[config.mk]
export PLATFORM = sky130hd
export DESIGN_NAME = tick_gen
export DESIGN_NICKNAME = d
export VERILOG_FILES = /design/src/rtl/tick_gen.sv
export SDC_FILE = /design/constraint.sdc
export NUM_CORES = 1
export LEC_CHECK = 0
export CAP_MARGIN = 0
export CORE_ASPECT_RATIO = 1.25
export CORE_MARGIN = 2
export CORE_UTILIZATION = 55
export CTS_CLUSTER_DIAMETER = 60
export DETAILED_ROUTE_END_ITERATION = 6
export GPL_ROUTABILITY_DRIVEN = 0
export GPL_TIMING_DRIVEN = 0
export PLACE_DENSITY = 0.77
export SETUP_SLACK_MARGIN = 0.5
export SLEW_MARGIN = 0
export SYNTH_ARGS = -nofsm -noshare
export SYNTH_HDL_FRONTEND = slang
export SYNTH_SLANG_ARGS = --single-unit
[constraint.sdc]
create_clock -name clk_i -period 9 [get_ports clk_i]
set_input_delay 1.8 -clock clk_i [delete_from_list [all_inputs] [get_ports clk_i]]
set_output_delay 1.8 -clock clk_i [all_outputs]
set_load 0.01 [all_outputs]
[src/rtl/tick_gen.sv]
// Runtime-programmable clock-enable generator: one-cycle tick per period plus an exact-period
// square clk_out, with glitch-free divisor reload, pause and phase restart.
module tick_gen #(
  parameter int unsigned CNT_W       = 32,
  parameter int unsigned DEFAULT_DIV = 100
) (
  input  logic             clk_i,
  input  logic             rst_ni,
  input  logic             en_i,
  input  logic             sync_clr_i,
  input  logic             div_load_i,
  input  logic [CNT_W-1:0] div_val_i,
  output logic             tick_o,
  output logic             clk_out_o,
  output logic             div_pending_o,
  output logic             div_err_o,
  output logic [CNT_W-1:0] cnt_o
);

  localparam longint unsigned MaxDiv = (64'd1 << CNT_W) - 64'd1;

  if (CNT_W < 2 || CNT_W > 63) begin : gen_bad_width
    $error("tick_gen: CNT_W must be in 2..63");
  end
  if (DEFAULT_DIV < 2 || longint'(DEFAULT_DIV) > MaxDiv) begin : gen_bad_default
    $error("tick_gen: DEFAULT_DIV must be in 2..2^CNT_W-1");
  end

  localparam logic [CNT_W-1:0] DefDiv = CNT_W'(DEFAULT_DIV);
  localparam logic [CNT_W-1:0] MinDiv = CNT_W'(2);
  localparam logic [CNT_W-1:0] One    = CNT_W'(1);

  logic [CNT_W-1:0] cnt_q, cnt_d;
  logic [CNT_W-1:0] cur_div_q, cur_div_d;
  logic [CNT_W-1:0] pend_div_q, pend_div_d;
  logic             pend_v_q, pend_v_d;
  logic             tick_q, tick_d;
  logic             clk_out_q, clk_out_d;
  logic             div_err_q, div_err_d;

  logic             clamp;
  logic [CNT_W-1:0] eff_div;
  logic             boundary;
  logic [CNT_W-1:0] next_div;

  always_comb begin
    clamp    = div_val_i < MinDiv;
    eff_div  = clamp ? MinDiv : div_val_i;
    boundary = en_i && (cnt_q == (cur_div_q - One));
    // Divisor for a period that starts on this edge: a same-edge load beats the pending value.
    if (div_load_i) begin
      next_div = eff_div;
    end else if (pend_v_q) begin
      next_div = pend_div_q;
    end else begin
      next_div = cur_div_q;
    end
  end

  always_comb begin
    cnt_d      = cnt_q;
    cur_div_d  = cur_div_q;
    pend_div_d = pend_div_q;
    pend_v_d   = pend_v_q;
    tick_d     = 1'b0;
    clk_out_d  = clk_out_q;
    div_err_d  = div_load_i && clamp;

    if (sync_clr_i) begin
      cnt_d     = '0;
      cur_div_d = next_div;
      pend_v_d  = 1'b0;
      clk_out_d = 1'b0;
      if (div_load_i) begin
        pend_div_d = eff_div;
      end
    end else if (boundary) begin
      cnt_d     = '0;
      tick_d    = 1'b1;
      cur_div_d = next_div;
      pend_v_d  = 1'b0;
      if (div_load_i) begin
        pend_div_d = eff_div;
      end
    end else begin
      if (en_i) begin
        cnt_d = cnt_q + One;
      end
      if (div_load_i) begin
        pend_div_d = eff_div;
        pend_v_d   = 1'b1;
      end
    end

    // Low for ceil(D/2) phases, high for floor(D/2): exact period for odd and even D.
    if (!sync_clr_i && en_i) begin
      clk_out_d = cnt_d >= (cur_div_d - (cur_div_d >> 1));
    end
  end

  always_ff @(posedge clk_i) begin
    if (!rst_ni) begin
      cnt_q      <= '0;
      cur_div_q  <= DefDiv;
      pend_div_q <= DefDiv;
      pend_v_q   <= 1'b0;
      tick_q     <= 1'b0;
      clk_out_q  <= 1'b0;
      div_err_q  <= 1'b0;
    end else begin
      cnt_q      <= cnt_d;
      cur_div_q  <= cur_div_d;
      pend_div_q <= pend_div_d;
      pend_v_q   <= pend_v_d;
      tick_q     <= tick_d;
      clk_out_q  <= clk_out_d;
      div_err_q  <= div_err_d;
    end
  end

  assign tick_o        = tick_q;
  assign clk_out_o     = clk_out_q;
  assign div_pending_o = pend_v_q;
  assign div_err_o     = div_err_q;
  assign cnt_o         = cnt_q;

endmodule
==> flow_metrics.env, run 1 <==
export IMPL_status="completed"
export IMPL_drt_iter0_markers=575
export IMPL_syn_avg_cell_area_um2=7.85
export IMPL_cpMaxStageDelayCell="fa_1"
export IMPL_crit_required_ns=9.29
export IMPL_rsz0062_at_grt="no"
export IMPL_p_per_area_nw_per_um2=148
export IMPL_period_share_pct=88.4
export IMPL_diodes=0
export IMPL_finClkSkew_ns=0.00619
export IMPL_post_drt_wl_per_cell_um=18.8
export IMPL_worst_path_max_fanout=10
export IMPL_relSlewSlack_pct=44.5
export IMPL_syn_to_final_growth_pct=15.9
export IMPL_period_minus_slack_ns=7.96
export IMPL_antenna_found_initial=0
export IMPL_clock_fmax_ghz=0.126
export IMPL_finalSetupTns_ns=0
export IMPL_synthFlopType="dfxtp_1"
export IMPL_grt_max_degree=17
export IMPL_cp_start_kind="input port"
export IMPL_ys_warn_count=0
export IMPL_syn_inst=1020
export IMPL_final_nets=1204
export IMPL_utilization_pct=65.0
export IMPL_vias_per_cell=6.14
export IMPL_hold_start="pend_div_q[6]$_SDFFE_PN1P_"
export IMPL_cap_violations=0
export IMPL_crit_type="in2reg"
export IMPL_dpl_hpwl_um=19100
export IMPL_ir_drop_uv=120
export IMPL_synth_async_reset_ratio_pct=0
export IMPL_drive_above_1_share_pct=7.33
export IMPL_drcViolationCount=0
export IMPL_cts_root_buf="clkbuf_16"
export IMPL_leakagePower_nw=3.95
export IMPL_io_pins=73
export IMPL_portBuffers=69
export IMPL_hold_viol_final=0
export IMPL_hold_class="reg2reg"
export IMPL_rows=49
export IMPL_r2r_slack_ns=1.06
export IMPL_synth_cell_types=62
export IMPL_seq_area_frac_synth_pct=25.0
export IMPL_cp_arrival_ns=8.25
export IMPL_ys_ff_latch=100
export IMPL_wl_um=24100
export IMPL_track_usage_pct=30.9
export IMPL_clock_sinks=100
export IMPL_die_area_um2=15500
export IMPL_cts_tree="built"
export IMPL_clock_latency_ns=0.36
export IMPL_clkTransAtPathRegs_ns=0.07
export IMPL_mappedNetlistArea_um2=8010
export IMPL_startpoint="en_i"
export IMPL_vias=7882
export IMPL_cts_inserted_buffers=9
export IMPL_clockBufferDepth=2
export IMPL_die_height_um=139
export IMPL_max_stage_delay_ns=0.40
export IMPL_dr_pass1_iters=5
export IMPL_core_um2=14300
export IMPL_stdcell_count=1283
export IMPL_ant_nets=0
export IMPL_die_w_um=112
export IMPL_synth_edf_count=0
export IMPL_grt_pass1_vias=7620
export IMPL_p_total_mw=1.38
export IMPL_grt_overflow_total=0
export IMPL_cts_htree_levels=3
export IMPL_finalMaxSlewViolations=0
export IMPL_crit_path_end_kind="flip-flop"
export IMPL_placed_cells=1267
export IMPL_regToRegStartpoint="cur_div_q[10]$_SDFF_PN0_"
export IMPL_start_util_pct=56.1
export IMPL_grt_pass1_wl_um=38400
export IMPL_finalSetupViolCount=0
export IMPL_syn_nets=1123
export IMPL_worst_pin_slew_ns=0.832
[metrics by stage]
| stage | setup WS, ns | hold WS, ns | cell area, µm² |
|---|---|---|---|
| floorplan | 1.62 | 0.443 | 8010 |
| global placement | -0.331 | 0.456 | 8920 |
| detailed placement | -0.387 | 0.472 | 8920 |
| CTS | 0.507 | 0.490 | 9230 |
| global route | 0.501 | 0.519 | 9280 |
| finish | 1.04 | 0.492 | 9280 |
[cell families (layout without fill, tap and decap cells)]
family,after synthesis,after routing,synth area share (%)
AOI/OAI and AO/OA,222,222,20.1
xor gates and xnor gates,108,108,11.8
adders and majority gates,66,66,10.4
buffers and inverters,118,203,6.20
and+or+nand+nor,370,370,22.0
DFF,100,100,25.0
muxes,36,36,4.50
[flip-flops by register name, indices dropped and copies added (netlist names)]
name and count:
cnt_o 32, div_err_o 1, clk_out_o 1, div_pending_o 1
tick_o 1, cur_div_q 32, pend_div_q 32
[cells in the final DEF, fill, tap and decap left out, types with 5 or more instances in the layout]
| master | n |
|---|---|
| nor2_1 | 160 |
| dfxtp_1 | 100 |
| clkdlybuf4s50_1 | 69 |
| inv_1 | 65 |
| ha_1 | 65 |
| xnor2_1 | 56 |
| xor2_1 | 52 |
| nor3_1 | 45 |
| nand2_1 | 42 |
| a21oi_1 | 41 |
| o22a_1 | 41 |
| mux2i_1 | 36 |
| clkbuf_1 | 31 |
| o21ai_2 | 27 |
| a31oi_1 | 24 |
| nand3_1 | 23 |
| nand4_1 | 20 |
| nor4_1 | 19 |
| o21ai_0 | 17 |
| a21o_1 | 17 |
| nor2b_1 | 11 |
| buf_2 | 9 |
| and3_1 | 9 |
| clkbuf_16 | 9 |
| nand2b_1 | 8 |
| o21bai_1 | 7 |
| o21a_1 | 6 |
| or2_2 | 5 |
| or3_1 | 5 |
[worst max-delay path: cells and delay by family]
family / cells / cell delay, ns
and+or+nand+nor: 6 / 0.76
buffers and inverters: 3 / 0.63
adders and majority gates: 3 / 0.81
AOI/OAI and AO/OA: 19 / 4.23
[per-layer routing]
metal | track usage, % | up-vias | share of wire, %
met4 | 16.8 | 0 | 5.8
li1 | - | 3791 | -
met3 | 4.68 | 82 | 7.0
met1 | 36.8 | 3685 | 39
met5 | 0 | - | 0
met2 | 53.3 | 324 | 48
[power breakdown]
group / switching (mW) / internal [mW] / total, mW / leakage, nW
combinational: 0.284 / 0.214 / 0.498 / 2.99
sequential: 0.0209 / 0.461 / 0.482 / 0.819
clock: 0.181 / 0.216 / 0.397 / 0.139
[synthesized netlist by cell type, types with 5 or more instances]
library cell,n,area share (%)
mux2i_1,36,4.5
nor3_1,47,2.9
nor4_1,20,1.6
or2_2,5,0.39
buf_2,10,0.62
o21ai_2,27,3.0
inv_1,65,3.0
and3_1,9,0.70
dfxtp_1,100,25
a21o_1,17,1.6
nand4_1,20,1.6
nand2b_1,8,0.62
nand2_1,42,2.0
nor2_1,161,7.5
a21oi_1,42,2.6
xor2_1,52,5.7
a31oi_1,25,2.0
o22a_1,41,4.5
ha_1,65,10
o21bai_1,7,0.66
o21ai_0,18,1.1
clkbuf_1,31,1.5
or3_1,5,0.39
o21a_1,6,0.56
nor2b_1,11,0.86
xnor2_1,56,6.1
nand3_1,23,1.4
[repair_timing]
item,CTS,global route
endpoints found under the setup margin,1,1
hold buffers,0,0
buffers inserted,0,1
resized for setup,5,11
pin swaps,0,3
gates cloned,0,0
[final timing paths]
kind	depth (start not counted)	endpoint
worst max-delay path	31	clk_out_o$_SDFFE_PN0P_
worst max register to register	33	clk_out_o$_SDFFE_PN0P_
worst min-delay path	2	pend_div_q[6]$_SDFFE_PN1P_
worst min register to register	2	pend_div_q[6]$_SDFFE_PN1P_
[cell type report]
type	instances	area (µm²)
multi-input combinational	802	5570
fill	1283	5000
sequential	100	2000
timing repair buffer	70	698
buffer	52	253
inverter	66	248
clock buffer	10	229
tap	178	223
clock inverter	5	60.1
Note: power is estimated with default switching activity, not from simulation.
==> run 2: changes to the inputs <==
GPL_TIMING_DRIVEN = unset   (was 0)
PLACE_DENSITY = 0.76   (was 0.77)
==> run 2 against run 1 <==
Count of clock-buffer cells in the layout decreased by 1. Core utilization decreased by 1.3 points. Critical path type unchanged. Highest routed layer unchanged. Fmax increased by 0.44%. Global-route usage decreased by 2.3 points. Non-clock buffer count decreased by 40. Register-to-register slack improved by 0.18 ns.
==> flow_metrics.env, run 2 (synthesis gave the netlist of run 1 again) <==
export IMPL_design_area_um2=9090
export IMPL_cts_setup_buffers=0
export IMPL_cts_root_buf="clkbuf_16"
export IMPL_io_pins=73
export IMPL_holdWs_ns=0.488
export IMPL_cts_tree="built"
export IMPL_grt_overflow_total=0
export IMPL_dpl_hpwl_um=17200
export IMPL_track_usage_pct=28.6
export IMPL_dpl_cell_area_um2=8780
export IMPL_antenna_found_initial=0
export IMPL_intPower_uw=866
export IMPL_dr_pass1_iters=5
export IMPL_final_cell_mix="nor2_1, dfxtp_1, clkdlybuf4s50_1"
export IMPL_rows=49
export IMPL_grt_pass1_wl_um=35900
export IMPL_die_w_um=112
export IMPL_max_stage_delay_ns=0.49
export IMPL_crit_buf_inv=3
export IMPL_drt_iter0_markers=492
export IMPL_relSlewSlack_pct=40.1
export IMPL_final_common_cell="nor2_1"
export IMPL_portBuffers=72
export IMPL_clockPowerShare_pct=29.1
export IMPL_swShare_pct=36.4
export IMPL_finalSetupViolCount=0
export IMPL_hold_viol_final=0
export IMPL_cp_top_family="compound AO/OA/AOI/OAI gates"
export IMPL_diodes=0
export IMPL_syn_to_final_growth_pct=13.5
export IMPL_grt_max_degree=81
export IMPL_p_per_area_nw_per_um2=150
export IMPL_clkTransAtPathRegs_ns=0.07
export IMPL_start_util_pct=56.1
export IMPL_worst_path_most_repeated_cell="o21ai_0"
export IMPL_ir_drop_uv=93.3
export IMPL_cts_htree_levels=3
export IMPL_placed_cells=1228
export IMPL_stdcell_count=1244
export IMPL_cts_hold_fix_buffers=0
export IMPL_period_minus_slack_ns=7.93
export IMPL_cp_start_kind="input port"
export IMPL_cts_inserted_buffers=9
export IMPL_wl_um=22500
export IMPL_worst_pin_slew_ns=0.898
export IMPL_switching_power_uw=495
export IMPL_worst_path_max_fanout=18
export IMPL_vias_per_cell=6.04
export IMPL_finClkSkew_ns=0.00923
export IMPL_comb_power_share_pct=35.1
export IMPL_cap_violations=0
export IMPL_cp_arrival_ns=8.17
export IMPL_core_um2=14300
export IMPL_period_share_pct=88.1
export IMPL_crit_type="in2reg"
export IMPL_clock_latency_ns=0.36
export IMPL_post_drt_wl_per_cell_um=18.1
export IMPL_grt_pass1_vias=7000
export IMPL_leakagePower_nw=3.89
export IMPL_crit_path_end_kind="flip-flop"
export IMPL_rsz0062_at_grt="no"
export IMPL_clock_sinks=100
export IMPL_die_height_um=139
export IMPL_vias=7519
export IMPL_cpMaxStageDelayCell="clkdlybuf4s50_1"
export IMPL_power_frac_seq_pct=35.8
export IMPL_crit_required_ns=9.25
export IMPL_die_area_um2=15500
export IMPL_clock_fmax_ghz=0.126
export IMPL_clockBufferDepth=2
export IMPL_finalMaxSlewViolations=0
export IMPL_utilization_pct=63.6
export IMPL_r2r_slack_ns=1.24
export IMPL_hold_class="reg2reg"
export IMPL_ant_nets=0
export IMPL_final_nets=1164
export IMPL_finalSetupTns_ns=0
export IMPL_status="completed"
export IMPL_drcViolationCount=0
export IMPL_drive_above_1_share_pct=6.75
## run 2: changes by cell type in the layout (fill, tap and decap cells not counted), moves of 2 or more
| cell | previous run | this run |
|---|---|---|
| buf_1 | 4 | 0 |
| buf_2 | 9 | 0 |
| buf_4 | 4 | 11 |
| buf_6 | 4 | 0 |
| clkbuf_1 | 31 | 0 |
| clkdlybuf4s50_1 | 69 | 71 |
| inv_8 | 0 | 3 |
| o21ai_1 | 3 | 1 |
## run 2: repair_timing
| item | CTS | global route |
|---|---|---|
| setup endpoints to repair | 0 | 1 |
| gates resized for setup | 0 | 7 |
| endpoints found under the hold margin | 0 | 0 |
## run 2: final timing paths
path	from	cells after the start	endpoint
hold / removal	pend_div_q[6]$_SDFFE_PN1P_	2	pend_div_q[6]$_SDFFE_PN1P_
hold reg to reg	pend_div_q[6]$_SDFFE_PN1P_	2	pend_div_q[6]$_SDFFE_PN1P_
setup / recovery	en_i	32	clk_out_o$_SDFFE_PN0P_
setup reg to reg	cur_div_q[0]$_SDFF_PN0_	35	clk_out_o$_SDFFE_PN0P_
## run 2: layer usage
metal / vias to the layer above / wire length [µm] / GRT usage (%)
met3: 61 / 1120 / 2.80
met5: - / 0 / 0
met1: 3494 / 9360 / 35.1
met4: 0 / 1160 / 15.1
met2: 257 / 10900 / 49.4
li1: 3707 / - / -
## run 2: power by group through the flow
stage	Clock, mW	Combinational, mW	Sequential [mW]
finish	0.396	0.478	0.487
global route	0.419	0.533	0.489
CTS	0.403	0.471	0.486
detailed placement	0	0.467	0.496
global placement	0	0.463	0.496
floorplan	0	0.369	0.485
## run 2: cell type report
cell class / count / area (µm²)
multi-input cells: 802 / 5540
clock buffers: 9 / 225
fillers: 1320 / 5190
clock inverters: 7 / 65.1
inverters: 66 / 248
repair buffers: 82 / 793
flip-flops and latches: 100 / 2000
well taps: 178 / 223
## run 2: worst min-delay path, cell delays in order (launching register included)
cell	delay, ns
dfxtp_1	0.34
mux2i_1	0.07
nand2_1	0.06
## run 2: through the flow
| step | setup slack [ns] | total power, mW |
|---|---|---|
| 6_report | 1.08 | 1.36 |
| 5_1_grt | 0.471 | 1.44 |
| 4_1_cts | 0.735 | 1.36 |
| 3_5_place_dp | 0.409 | 0.963 |
| 3_3_place_gp | 0.694 | 0.958 |
| 2_1_floorplan | 1.62 | 0.854 |
==> run 3: changes to the inputs <==
==> constraint.sdc (replaced) <==
create_clock -name clk_i -period 9 [get_ports clk_i]
set_input_delay 1.35 -clock clk_i [delete_from_list [all_inputs] [get_ports clk_i]]
set_output_delay 1.35 -clock clk_i [all_outputs]
set_load 0.01 [all_outputs]
==> run 3 against run 2 <==
Count of clock-buffer cells in the layout rose by 1. Non-clock buffer count fell by 3. Setup slack lost 0.011 ns. Core utilization barely moved. Sequential power about the same. Register-to-register slack lost 0.14 ns. Critical endpoint unchanged. Largest cell class unchanged. Highest routed layer unchanged.
==> flow_metrics.env, run 3 (synthesis gave the netlist of run 1 again) <==
export IMPL_crit_required_ns=9.29
export IMPL_core_um2=14300
export IMPL_startpoint="en_i"
export IMPL_io_pins=73
export IMPL_cap_violations=0
export IMPL_grt_pass1_wl_um=36600
export IMPL_cpMaxStageDelayCell="a2111oi_2"
export IMPL_finalSetupViolCount=0
export IMPL_drcViolationCount=0
export IMPL_drt_iter0_markers=671
export IMPL_ant_nets=0
export IMPL_intPower_uw=891
export IMPL_hold_start="pend_div_q[29]$_SDFFE_PN0P_"
export IMPL_ir_drop_uv=108
export IMPL_track_usage_pct=29.2
export IMPL_worst_path_max_fanout=24
export IMPL_rsz0062_at_grt="no"
export IMPL_grt_overflow_total=0
export IMPL_max_stage_delay_ns=0.46
export IMPL_swShare_pct=35.3
export IMPL_vias_per_cell=6.16
export IMPL_hold_viol_final=0
export IMPL_crit_type="in2reg"
export IMPL_worst_path_most_repeated_cell="a31oi_1"
export IMPL_leakagePower_nw=3.88
export IMPL_portBuffers=72
export IMPL_dpl_worst_slack_ns=0.615
export IMPL_grt_max_degree=81
export IMPL_final_nets=1161
export IMPL_relSlewSlack_pct=42.8
export IMPL_vias=7643
export IMPL_cts_root_buf="clkbuf_16"
export IMPL_period_share_pct=88.2
export IMPL_start_util_pct=56.1
export IMPL_clock_sinks=100
export IMPL_die_height_um=139
export IMPL_worstRegToRegCells=32
export IMPL_die_w_um=112
export IMPL_cts_htree_levels=3
export IMPL_comb_power_share_pct=34.7
export IMPL_rows=49
export IMPL_antenna_found_initial=0
export IMPL_cp_arrival_ns=8.22
export IMPL_power_frac_seq_pct=35.3
export IMPL_switching_power_uw=487
export IMPL_worst_pin_slew_ns=0.858
export IMPL_syn_to_final_growth_pct=13.5
export IMPL_period_minus_slack_ns=7.94
export IMPL_cp_start_kind="input port"
export IMPL_drive_above_1_share_pct=6.40
export IMPL_cts_inserted_buffers=9
export IMPL_dr_pass1_iters=6
export IMPL_crit_path_end_kind="flip-flop"
export IMPL_p_per_area_nw_per_um2=152
export IMPL_final_common_cell="nor2_1"
export IMPL_clock_latency_ns=0.36
export IMPL_wl_um=22900
export IMPL_die_area_um2=15500
export IMPL_finalWorstSetupSlack_ns=1.06
export IMPL_final_cell_mix="nor2_1, dfxtp_1, clkdlybuf4s50_1"
export IMPL_clock_fmax_ghz=0.126
export IMPL_final_fill_count=1264
export IMPL_hold_class="reg2reg"
export IMPL_diodes=0
export IMPL_clockBufferDepth=2
export IMPL_dpl_hpwl_um=17300
export IMPL_finalMaxSlewViolations=0
export IMPL_finClkSkew_ns=0.00972
export IMPL_finalSetupTns_ns=0
export IMPL_clkTransAtPathRegs_ns=0.08
export IMPL_cts_hold_fix_buffers=0
export IMPL_grt_pass1_vias=7338
export IMPL_hold_depth=2
export IMPL_status="completed"
export IMPL_regToRegStartpoint="cur_div_q[0]$_SDFF_PN0_"
export IMPL_clockPowerShare_pct=30.0
export IMPL_post_drt_wl_per_cell_um=18.4
export IMPL_cts_tree="built"
-- run 3: final cells by class --
cell class / count / area (µm²) / share of cell area [%]
repair buffers: 79 / 771 / 8.48
multi-input cells: 802 / 5540 / 60.9
clock inverters: 6 / 78.8 / 0.867
clock buffers: 10 / 229 / 2.52
inverters: 66 / 248 / 2.73
flip-flops and latches: 100 / 2000 / 22.0
well taps: 178 / 223 / 2.45
-- run 3: metrics by stage --
step	cells	util (%)	hold WS, ns	power [mW]	cell area, µm²
2_1_floorplan	1020	-	0.443	0.854	8010
3_3_place_gp	1225	61.3	0.472	0.957	8750
3_5_place_dp	1225	61.3	0.482	0.961	8750
4_1_cts	1241	63.4	0.499	1.37	9060
5_1_grt	1241	63.6	0.525	1.45	9090
6_report	1241	63.6	0.494	1.38	9090
-- run 3: repair_timing --
item	CTS	global route
endpoints found under the setup margin	0	1
gates resized for setup	0	7
buffers inserted	0	0
-- run 3: worst paths after layout --
kind | slack (ns) | to
worst max-delay path | 1.06 | clk_out_o$_SDFFE_PN0P_
worst min-delay path | 0.49 | pend_div_q[29]$_SDFFE_PN0P_
worst max register to register | 1.10 | clk_out_o$_SDFFE_PN0P_
worst min register to register | 0.49 | pend_div_q[29]$_SDFFE_PN0P_
-- run 3: metal layers --
| metal | wire [µm] | GRT usage [%] | part of all wire (%) |
|---|---|---|---|
| met1 | 9330 | 34.8 | 41 |
| met2 | 10800 | 49.5 | 47 |
| met3 | 1180 | 3.54 | 5.2 |
| met4 | 1570 | 18.6 | 6.8 |
| met5 | 0 | 0 | 0 |
-- run 3: critical path: cells and delay by family --
kind | cells | cell delay (ns)
simple gates | 4 | 0.48
compound gates | 19 | 4.65
mux | 1 | 0.14
buf+inv | 4 | 1.04
fa+ha+maj | 2 | 0.54
-- run 3: power groups by stage --
stage               registers (mW)  logic [mW]  clock network (mW)
floorplan                    0.485       0.369                   0
detailed placement           0.496       0.465                   0
global placement             0.496       0.461                   0
global route                 0.489       0.534               0.431
CTS                          0.486       0.469               0.420
finish                       0.487       0.478               0.414
